[src/rtl/leaf_egress_buffer.sv]
// Elastic egress FIFO between the leaf converged packet stream and the BFT switch leaf port.
// Full-FIFO offers are dropped and answered with a one-cycle registered resend request.
module leaf_egress_buffer #(
   parameter int PACKET_BITS        = 97,
   parameter int DEPTH_BITS         = 3,
   parameter int ALMOST_FULL_MARGIN = 2,
   parameter int CNT_BITS           = 16
) (
   input  logic                   clk,
   input  logic                   reset,
   input  logic [PACKET_BITS-1:0] stream_in,
   output logic                   resend,
   output logic [PACKET_BITS-1:0] pkt_out,
   input  logic                   pkt_ack,
   output logic [DEPTH_BITS:0]    count,
   output logic                   almost_full,
   output logic [CNT_BITS-1:0]    reject_cnt
);

   localparam int DEPTH = 1 << DEPTH_BITS;
   localparam logic [DEPTH_BITS:0] FULL_LEVEL = (DEPTH_BITS + 1)'(DEPTH);
   localparam logic [DEPTH_BITS:0] AF_LEVEL   = (DEPTH_BITS + 1)'(DEPTH - ALMOST_FULL_MARGIN);

   logic [PACKET_BITS-1:0] mem [DEPTH];
   logic [DEPTH_BITS-1:0]  wr_ptr;
   logic [DEPTH_BITS-1:0]  rd_ptr;
   logic [DEPTH_BITS:0]    count_nxt;
   logic                   in_vld;
   logic                   full;
   logic                   empty;
   logic                   push;
   logic                   pop;
   logic                   reject;

   // All qualifiers look at pre-edge state, so a pop never frees room for a same-cycle push.
   assign in_vld = stream_in[PACKET_BITS-1];
   assign full   = (count == FULL_LEVEL);
   assign empty  = (count == '0);
   assign push   = in_vld && !full;
   assign reject = in_vld && full;
   assign pop    = pkt_ack && !empty;

   assign count_nxt = count + (DEPTH_BITS + 1)'(push) - (DEPTH_BITS + 1)'(pop);

   // Show-ahead head with no empty bypass; stale entries are masked while empty.
   assign pkt_out = empty ? '0 : mem[rd_ptr];

   // NOTE: storage has no reset; occupancy alone decides what is visible, and a
   // resettable array would cost a mux per bit for no functional gain.
   always_ff @(posedge clk) begin
      if (push) begin
         mem[wr_ptr] <= stream_in;
      end
   end

   // NOTE: non-blocking assignments keep every register sampling pre-edge values,
   // which is what makes the simultaneous push/pop cases well defined.
   always_ff @(posedge clk or negedge reset) begin
      if (!reset) begin
         wr_ptr      <= '0;
         rd_ptr      <= '0;
         count       <= '0;
         resend      <= 1'b0;
         almost_full <= 1'b0;
         reject_cnt  <= '0;
      end else begin
         if (push) begin
            wr_ptr <= wr_ptr + DEPTH_BITS'(1);
         end
         if (pop) begin
            rd_ptr <= rd_ptr + DEPTH_BITS'(1);
         end
         count       <= count_nxt;
         almost_full <= (count_nxt >= AF_LEVEL);
         resend      <= reject;
         if (reject && (reject_cnt != '1)) begin
            reject_cnt <= reject_cnt + CNT_BITS'(1);
         end
      end
   end

endmodule

[config.mk]
export PLATFORM = sky130hd
export DESIGN_NAME = leaf_egress_buffer
export DESIGN_NICKNAME = d
export VERILOG_FILES = /design/src/rtl/leaf_egress_buffer.sv
export SDC_FILE = /design/constraint.sdc
export NUM_CORES = 1
export LEC_CHECK = 0
export BUFFER_PORTS_ARGS = -buffer_cell sky130_fd_sc_hd__buf_2
export CAP_MARGIN = 10
export CORE_ASPECT_RATIO = 0.75
export CORE_UTILIZATION = 50
export CTS_CLUSTER_DIAMETER = 40
export DETAILED_ROUTE_END_ITERATION = 8
export PLACE_DENSITY = 0.71
export SLEW_MARGIN = 15
export SYNTH_ARGS = -nofsm -noshare
export SYNTH_HDL_FRONTEND = slang
export SYNTH_SLANG_ARGS = --single-unit
export TNS_END_PERCENT = 30
[constraint.sdc]
create_clock -name clk -period 7.7 [get_ports clk]
set_input_delay 1.54 -clock clk [delete_from_list [all_inputs] [get_ports clk]]
set_output_delay 1.54 -clock clk [all_outputs]
set_load 0.01 [all_outputs]
Yosys cells after proc, flatten, opt, wreduce, memory -nomap -nowiden

Memory sizes are Yosys's and may differ from the RTL's.
Index checks and enable logic that the tools add are counted.

Register bits after elaboration: 28
Bits in latches: 0
RAM bits: 776
ROM bits: 0
Input port bits: 100
Logic and storage cells: 25
Memories: 1

Memory list:

| memory | depth | width | rd ports | clocked after memory_dff | write ports | RTL line | RTL |
|---|---|---|---|---|---|---|---|
| mem    | 8     | 97    | 1        | 0                        | 1           | 24       | `logic [PACKET_BITS-1:0] mem [DEPTH];` |

Add/subtract/negate cells: 5
$mul: 0
Div/mod/pow operators: 0
Order comparisons: 1
Eq/ne operators: 2
Shift-type cells: 0
Mux-type cells: 3
Bitwise gates (word level): 0
Reduce and logical (&&, ||, !) cells: 7

Operators by type and width:

| cell                    | number |
|---|---|
| $mux W97                | 1 |
| $add A16 B1 Y16 const B | 1 |
| $ne A16 B16 Y1 const B  | 1 |
| $add A3 B1 Y3 const B   | 2 |
| $add A4 B1 Y4           | 1 |
| $eq A4 B4 Y1 const B    | 1 |
| $ge A4 B3 Y1 const B    | 1 |
| $logic_and A1 B1 Y1     | 4 |
| $logic_not A4 Y1        | 1 |
| $sub A4 B1 Y4           | 1 |
| $logic_not A1 Y1        | 2 |
| $mux W1                 | 2 |

Longest topological paths before layout

Gate-level depths: netlist of the first run.

Depth after elaboration: 6
Mapped depth: 12
Depth with buffers taken out: 12

Worst setup path after synthesis of the first run

OpenSTA, ideal clock, no wires.

Path type: input port to flip-flop
From: input port stream_in[96]
To: memory mem[0][0] (enable)
Library setup time: 0.671 ns
Data arrival time: 8.412 ns
Required time: 7.029 ns
Path slack: -1.383 ns
Stages on the path: 3
Path buffers: 0
Cell sequence: and2_1 > nand2b_1 > nor3_1

Cells in the longest elaborated chain, start to end: 3

Ends and longest elaborated chain:

| what                          | RTL line | RTL |
|---|---|---|
| from (decl)                   | 11       | `input logic [PACKET_BITS-1:0] stream_in,` |
| $logic_and A1 B1 Y1           | 39       | `assign push = in_vld && !full;` |
| $mux W1                       | 51       | `if (push) begin` |
| $mux W1 (implied by the code) | 52       | `mem[wr_ptr] <= stream_in;` |
| to (decl)                     | 24       |  |

No other way between the ends.

Worst setup path in the final report of the first run

From: register rd_ptr[0]
To: output port pkt_out[47]

Cells in the longest elaborated chain, start to end: 2

Ends and longest elaborated chain:

| what                   | RTL line | RTL |
|---|---|---|
| from (decl)            | 26       | `logic [DEPTH_BITS-1:0] rd_ptr;` |
| from (signal assigned) | 71       | `rd_ptr <= rd_ptr + DEPTH_BITS'(1);` |
| $mem_v2 Z8 W97         | --       |  |
| $mux W97               | 46       | `assign pkt_out = empty ? '0 : mem[rd_ptr];` |
| to (decl)              | 13       | `output logic [PACKET_BITS-1:0] pkt_out,` |

No other way between the ends.

==> summary.md, run 1 <==
| Metric | Value |
|---|---|
| DP HPWL | between 30 and 40 mm |
| Largest net degree at the start of global routing | 105 |
| Total Wirelength | slightly above 60 mm |
| Status | complete, no violations |
| R2R setup slack | between 4000 and 5000 ps |
| Max Clock Skew | 18.56 ps |
| Hold buffers post-CTS | 0 |
| Row count | 78 |
| Leak | 12.29 nW |
| Vias | between 10000 and 15000 |
| Post-Place Worst Slack | between 3000 and 4000 ps |
| Initial antenna violation count | 15 |
| R2R depth | 10 |
| Final non-filler cell total | 2506 |
| Max Cap Viol | 0 |
| Power density over the cells | 394.3 mW/mm² |
| Die height | ~220 µm |
| 1st-iter DRT viols | 1024 |
| Clock sink count | 804 |
| Crit path required time | 6160 ps |
| Leading area contributor after synthesis | edfxtp_1 |
| Drt first pass iters | 5 |
| #FFs+latches synth | 804 |
| Root Driver | clkbuf_16 |
| Crit path capture type | primary output |
| Total clock buffers created by CTS | 93 |
| RSZ-0062 raised after global routing | no |
| Max incr delay on CP | 1040 ps |
| GRT Residual Overflow | 0 |
| Data arrival, critical path | between 3000 and 4000 ps |
| Worst Setup Start Kind | register |
| DRC | 0 |
| Yosys warning count | 0 |
| Area after DPL | 0.03278 mm² |
| Final worst-path cycle share | 0.6547 |
| Fin. max-slew vios | 0 |
| Layout area overhead | 16.59% |
| Least-Margin Pin Slew | 1123 ps |
| Clock Tree Buf Depth | 3 |
| Peak supply drop | 0.2356 mV |
| Most frequent cells in the layout | edfxtp_1 (776), buf_2 (218), mux4_2 (194) |
| Top FF cell, synth | edfxtp_1 |
| Buf/Inv on CP | 2 |
| Yosys cell types | 32 |
| Synth top area share | 0.7562 |
| Global-route wire length before repair | about 94 mm |
| Worst skew pair latency | around 640 ps |
| Post-synthesis cell area | around 0.031 mm² |
| Hold Path Depth | 1 |
| GPL Wtd Cong | 0.7307 |
| PortBufs | ~220 |
| Fin. Hold Viols | 0 |
| Clock-pin slew on the worst setup and hold paths | 60 ps |
| Ports | 219 |
| Crit-path cells | buf_12 -> mux4_2 -> mux2i_1 -> nor2_1 -> buf_2 |
| Worst r2r src | count[1] |
| Core Area | 0.06070 mm² |
| Clock H-tree levels | 3 |
| CTS tree | done |
| Post-route cell area | 0.03593 mm² |
| Mapped Cells | 1356 |
| Max Clock Freq | 0.1984 GHz |
| Hold Path End | reject_cnt[11] |
| HP Class | register to register |
| Post-synthesis sequential area ratio | 0.7790 |
| Commonest non-fill, non-tap cell in the layout | edfxtp_1 |
| Relative slew slack | 0.2511 |
| Die area | ~0.063 mm² |
| CP top delay family | flip-flops |
| Number of global-route vias before repair | between 15000 and 20000 |
| Post-synth EDFFs | slightly below 800 |
| Starting Density | 0.5076 |
| Layout cell share with drive strength beyond 1 | 0.3582 |
| Min-Delay Startpoint | reject_cnt[11] |
| Asr flop ratio synth | 0.03483 |
| Pwr Total | approximately 14 mW |
| Crit-path slowest cell | dfrtp_4 |
| Synth Net Count | 1466 |
| Synth Area per Inst | 22.72 µm² |
| CTS resizes | 0 |
| Nets | 1735 |
| Final worst slack | roughly 2700 ps |
| Setup Buffers After CTS | 0 |
| Final setup violation count | 0 |
| DR WL/cell | 24.82 µm |
| Utilization after layout | 0.5918 |
| Placed cell count | about 2300 |
| Final ANT Viol Nets | 0 |
| Worst r2r dst | almost_full |
| Via-to-Cell Ratio | 5.693 |
| Largest cells by area after synthesis | edfxtp_1 (76%), mux4_2 (14%), mux2i_1 (3.2%) |
| Chip width | between 200 and 300 µm |
| Worst-path fanout max | 86 |
| Crit path time final | 5041 ps |
| Setup CP Type | register to primary output |
| Gr usage total | 0.2037 |
[synth_stat cells (2+ instances only)]
library cell  count
nand2b_1          3
xnor2_1          15
a21o_1            2
xor2_1            4
edfxtp_1        776
nand3_1           5
mux2i_1          97
buf_1             7
nor2_1          105
buf_2            26
inv_1             9
ha_1              9
nor3_1            5
and2_1            2
mux4_2          194
mux2_2            2
clkbuf_1         15
dfrtp_1          28
buf_6            18
nand4_1           8
nand2_1          15
[worst max path at each step]
stage / from / end / slack (ps) / cells past startpoint
after floorplan: stream_in[96] / mem[1][0] / -1360 / 3
after global placement: rd_ptr[0] / pkt_out[47] / 3250 / 5
after detailed placement: rd_ptr[0] / pkt_out[47] / 3220 / 5
final: rd_ptr[0] / pkt_out[47] / 2660 / 5
after global routing: rd_ptr[0] / pkt_out[47] / 2330 / 5
after CTS: rd_ptr[0] / pkt_out[47] / 2510 / 5
[routing by layer]
metal  vias up  wire length, µm  global-route usage
li1       6183                -                   -
met3       107             4294             0.04958
met2       432            30820              0.3335
met1      7526            25760              0.2756
met4        18             1236             0.05474
met5         -              107                   0
[flip-flops by register name (all words and copies together) (netlist names)]
register,cells
resend,1
wr_ptr,3
almost_full,1
reject_cnt,16
mem,776
rd_ptr,3
count,4
[report_power, final]
group	total (mW)	internal, mW	switching, mW
logic	3.95	1.82	2.14
clock network	4.38	2.59	1.78
registers	5.84	5.48	0.352
total	14.2	9.90	4.27
[stage by stage]
stage | hold WS [ps] | setup TNS, ps
after global placement | 481.8 | 0
final | 504.6 | 0
after detailed placement | 492.0 | 0
after CTS | 501.5 | 0
after global routing | 529.4 | 0
after floorplan | 485.5 | -132160
[layout make-up]
| class | count | area, µm² |
|---|---|---|
| multi-input cells | 477 | 6425 |
| clock buffers | 106 | 2407 |
| inverters | 9 | 33.78 |
| diodes | 6 | 15.01 |
| repair buffers | 240 | 1306 |
| clock inverters | 64 | 723.2 |
| fillers | 4377 | 24780 |
| well taps | 800 | 1001 |
| flip-flops and latches | 804 | 24010 |
[logic make-up after synthesis]
family	count (synthesis)	synth area share
multiplexers	294	0.1745
buffers and inverters	75	0.01458
AO/OA/AOI/OAI	3	0.0006494
AND/OR/NAND/NOR	151	0.02156
adder cells (fa/ha/maj)	10	0.004304
flip-flops	804	0.7790
XOR/XNOR	19	0.005401
No activity file was read; power rests on OpenSTA's default activity.
==> inputs of run 2 (changes only) <==
==> constraint.sdc (replaced) <==
create_clock -name clk -period 4.6 [get_ports clk]
set_input_delay 0.92 -clock clk [delete_from_list [all_inputs] [get_ports clk]]
set_output_delay 0.92 -clock clk [all_outputs]
set_load 0.01 [all_outputs]
==> summary.md, run 2 (synthesis gave the netlist of run 1 again) <==
| Metric | Value |
|---|---|
| RSZ-0062 raised after global routing | no |
| Sum Neg Setup Slack | 0 ps (unchanged) |
| Buf/Inv on CP | 2 (unchanged) |
| GRT Residual Overflow | 0 (unchanged) |
| Top Registers | mem x776, reject_cnt x16, count x4 |
| Worst Setup Start Kind | register |
| DRC | 0 (unchanged) |
| Data arrival, critical path | 2970 ps (-530 ps) |
| Starting Density | 0.5076 (unchanged) |
| Max Clock Freq | 0.2572 GHz |
| Max reg flops | 776 (unchanged) |
| Fin. Hold Viols | 0 (unchanged) |
| Max Clock Skew | 19.15 ps (+0.5847 ps) |
| Setup Buffers After CTS | 0 (unchanged) |
| Total clock buffers created by CTS | 86 (-7.5%) |
| Post-route cell area | 0.03588 mm² (-0.14%) |
| Max incr delay on CP | 1060 ps (+20 ps) |
| Vias | 14426 (+1.1%) |
| Ports | 219 (unchanged) |
| Max Cap Viol | 0 (unchanged) |
| Largest net degree at the start of global routing | 63 (-40%) |
| Die area | 0.06263 mm² (unchanged) |
| Final worst-path cycle share | 0.8451 |
| Multi-input gate area | 0.006431 mm² (about the same) |
| Crit path required time | 3680 ps (-2480 ps) |
| Final worst slack | 712.6 ps (-1946 ps) |
| DR WL/cell | 25.03 µm (+0.83%) |
| Power density over the cells | 651.5 mW/mm² (+65%) |
| Utilization after layout | 0.5910 (-0.0008030) |
| Worst-path fanout max | 57 (-34%) |
| Most frequent cells in the layout | edfxtp_1 (776), buf_2 (218), mux4_2 (194) |
| Crit-path slowest cell | dfrtp_4 |
| 1st-iter DRT viols | 1126 (+10%) |
| Number of global-route vias before repair | 15196 (+0.24%) |
| Drt first pass iters | 5 (unchanged) |
| Global-route wire length before repair | 94.86 mm (+1.3%) |
| Row count | 78 (unchanged) |
| Clock-pin slew on the worst setup and hold paths | 60 ps (about the same) |
| Root Driver | clkbuf_16 |
| CTS tree | done |
| Hold buffers post-CTS | 0 (unchanged) |
| Area after DPL | 0.03305 mm² (+0.84%) |
| Via-to-Cell Ratio | 5.743 (+0.88%) |
| Fin. max-slew vios | 0 (unchanged) |
| Status | complete, no violations |
| Leak | 12.24 nW (-0.40%) |
| CTS resizes | 0 (unchanged) |
| Pwr Total | 23.37 mW (+65%) |
| Initial antenna violation count | 16 (+1) |
| Peak supply drop | 0.3899 mV (+65%) |
| Final setup violation count | 0 (unchanged) |
| Final ANT Viol Nets | 0 (unchanged) |
| Post-Place Worst Slack | 1359 ps (-1866 ps) |
| Relative slew slack | 0.3483 (+0.09718) |
| Seq. cell area | 0.02401 mm² (unchanged) |
| Die height | 217.0 µm (unchanged) |
| Layout area overhead | 16.43% |
| Least-Margin Pin Slew | 977.6 ps (-145.8 ps) |
| Fillers | 4334 (-0.98%) |
| PortBufs | 218 (unchanged) |
| Clock Tree Buf Depth | 3 (unchanged) |
| Worst skew pair latency | 630 ps (about the same) |
| DP HPWL | 33.54 mm (+7.5%) |
| Final non-filler cell total | 2512 (+0.24%) |
| Clock H-tree levels | 3 (unchanged) |
| Nets | 1742 (+0.40%) |
| Biggest register | mem |
| Layout cell share with drive strength beyond 1 | 0.3539 (-0.004362) |
| GPL Wtd Cong | 0.7510 (+2.8%) |
| Setup CP Type | register to primary output |
| Hold slack | 334.4 ps (-170.3 ps) |
| HP Class | input port to async pin |
| Clock sink count | 804 (unchanged) |
| Placed cell count | 2344 (+0.60%) |
| Chip width | 288.7 µm (unchanged) |
| CP top delay family | flip-flops |
| Total Wirelength | 62.88 mm (+1.1%) |
| Crit path time final | 3887 ps |
| Core Area | 0.06070 mm² (unchanged) |
| Commonest non-fill, non-tap cell in the layout | edfxtp_1 |
| Gr usage total | 0.2058 (+0.002101) |
| Crit-path cells | buf_12 -> mux4_2 -> mux2i_1 -> nor2_1 -> buf_2 |
| Crit path capture type | primary output |
==> run 2: cell count changes in the layout (fill, tap and decap cells not counted), sizes merged <==
| cell | delta |
|---|---|
| buf | +14 |
| bufinv | -3 |
| clkbuf | -14 |
| clkinv | +10 |
| clkinvlp | -1 |
| diode | +2 |
| inv | -2 |
==> run 2: cell type report <==
type                       instances  share of cell area
clock buffer                      92             0.06061
tap                              800             0.02790
sequential                       804              0.6694
multi-input combinational        477              0.1793
antenna                            8           0.0005580
inverter                           9           0.0009416
timing repair buffer             254             0.04387
clock inverter                    68             0.01751
==> run 2: worst reg2reg max path, cell delays in order (launching register included) <==
cell     delay, ps
dfrtp_1        470
nor2_1         160
and2_4         640
nor2b_1        270
ha_1           350
inv_1           60
ha_1           150
inv_1           60
fa_1           400
xnor2_1        160
a21o_1         200
==> run 2: worst paths after layout <==
kind | start | end | slack [ps] | depth (start not counted)
max in group asynchronous | reset | rd_ptr[0] | 3740 | 1
min reg2reg | reject_cnt[15] | reject_cnt[15] | 520 | 1
max reg2reg | count[1] | almost_full | 1570 | 10
min in group clk | reject_cnt[15] | reject_cnt[15] | 520 | 1
max | rd_ptr[1] | pkt_out[49] | 710 | 5
min | reset | reject_cnt[11] | 330 | 1
==> run 2: per-layer routing <==
layer  track usage  share of wire
met5             0         0.0021
met4       0.04912          0.018
met1        0.2953           0.43
met3       0.06268          0.083
met2        0.3119           0.47
==> run 2: report_power, final <==
part	internal, mW	leakage (nW)	switching (mW)	total, mW
registers	9.17	7.40	0.534	9.70
logic	3.20	3.48	3.75	6.95
clock network	3.83	1.36	2.88	6.72
total	16.2	12.2	7.17	23.4
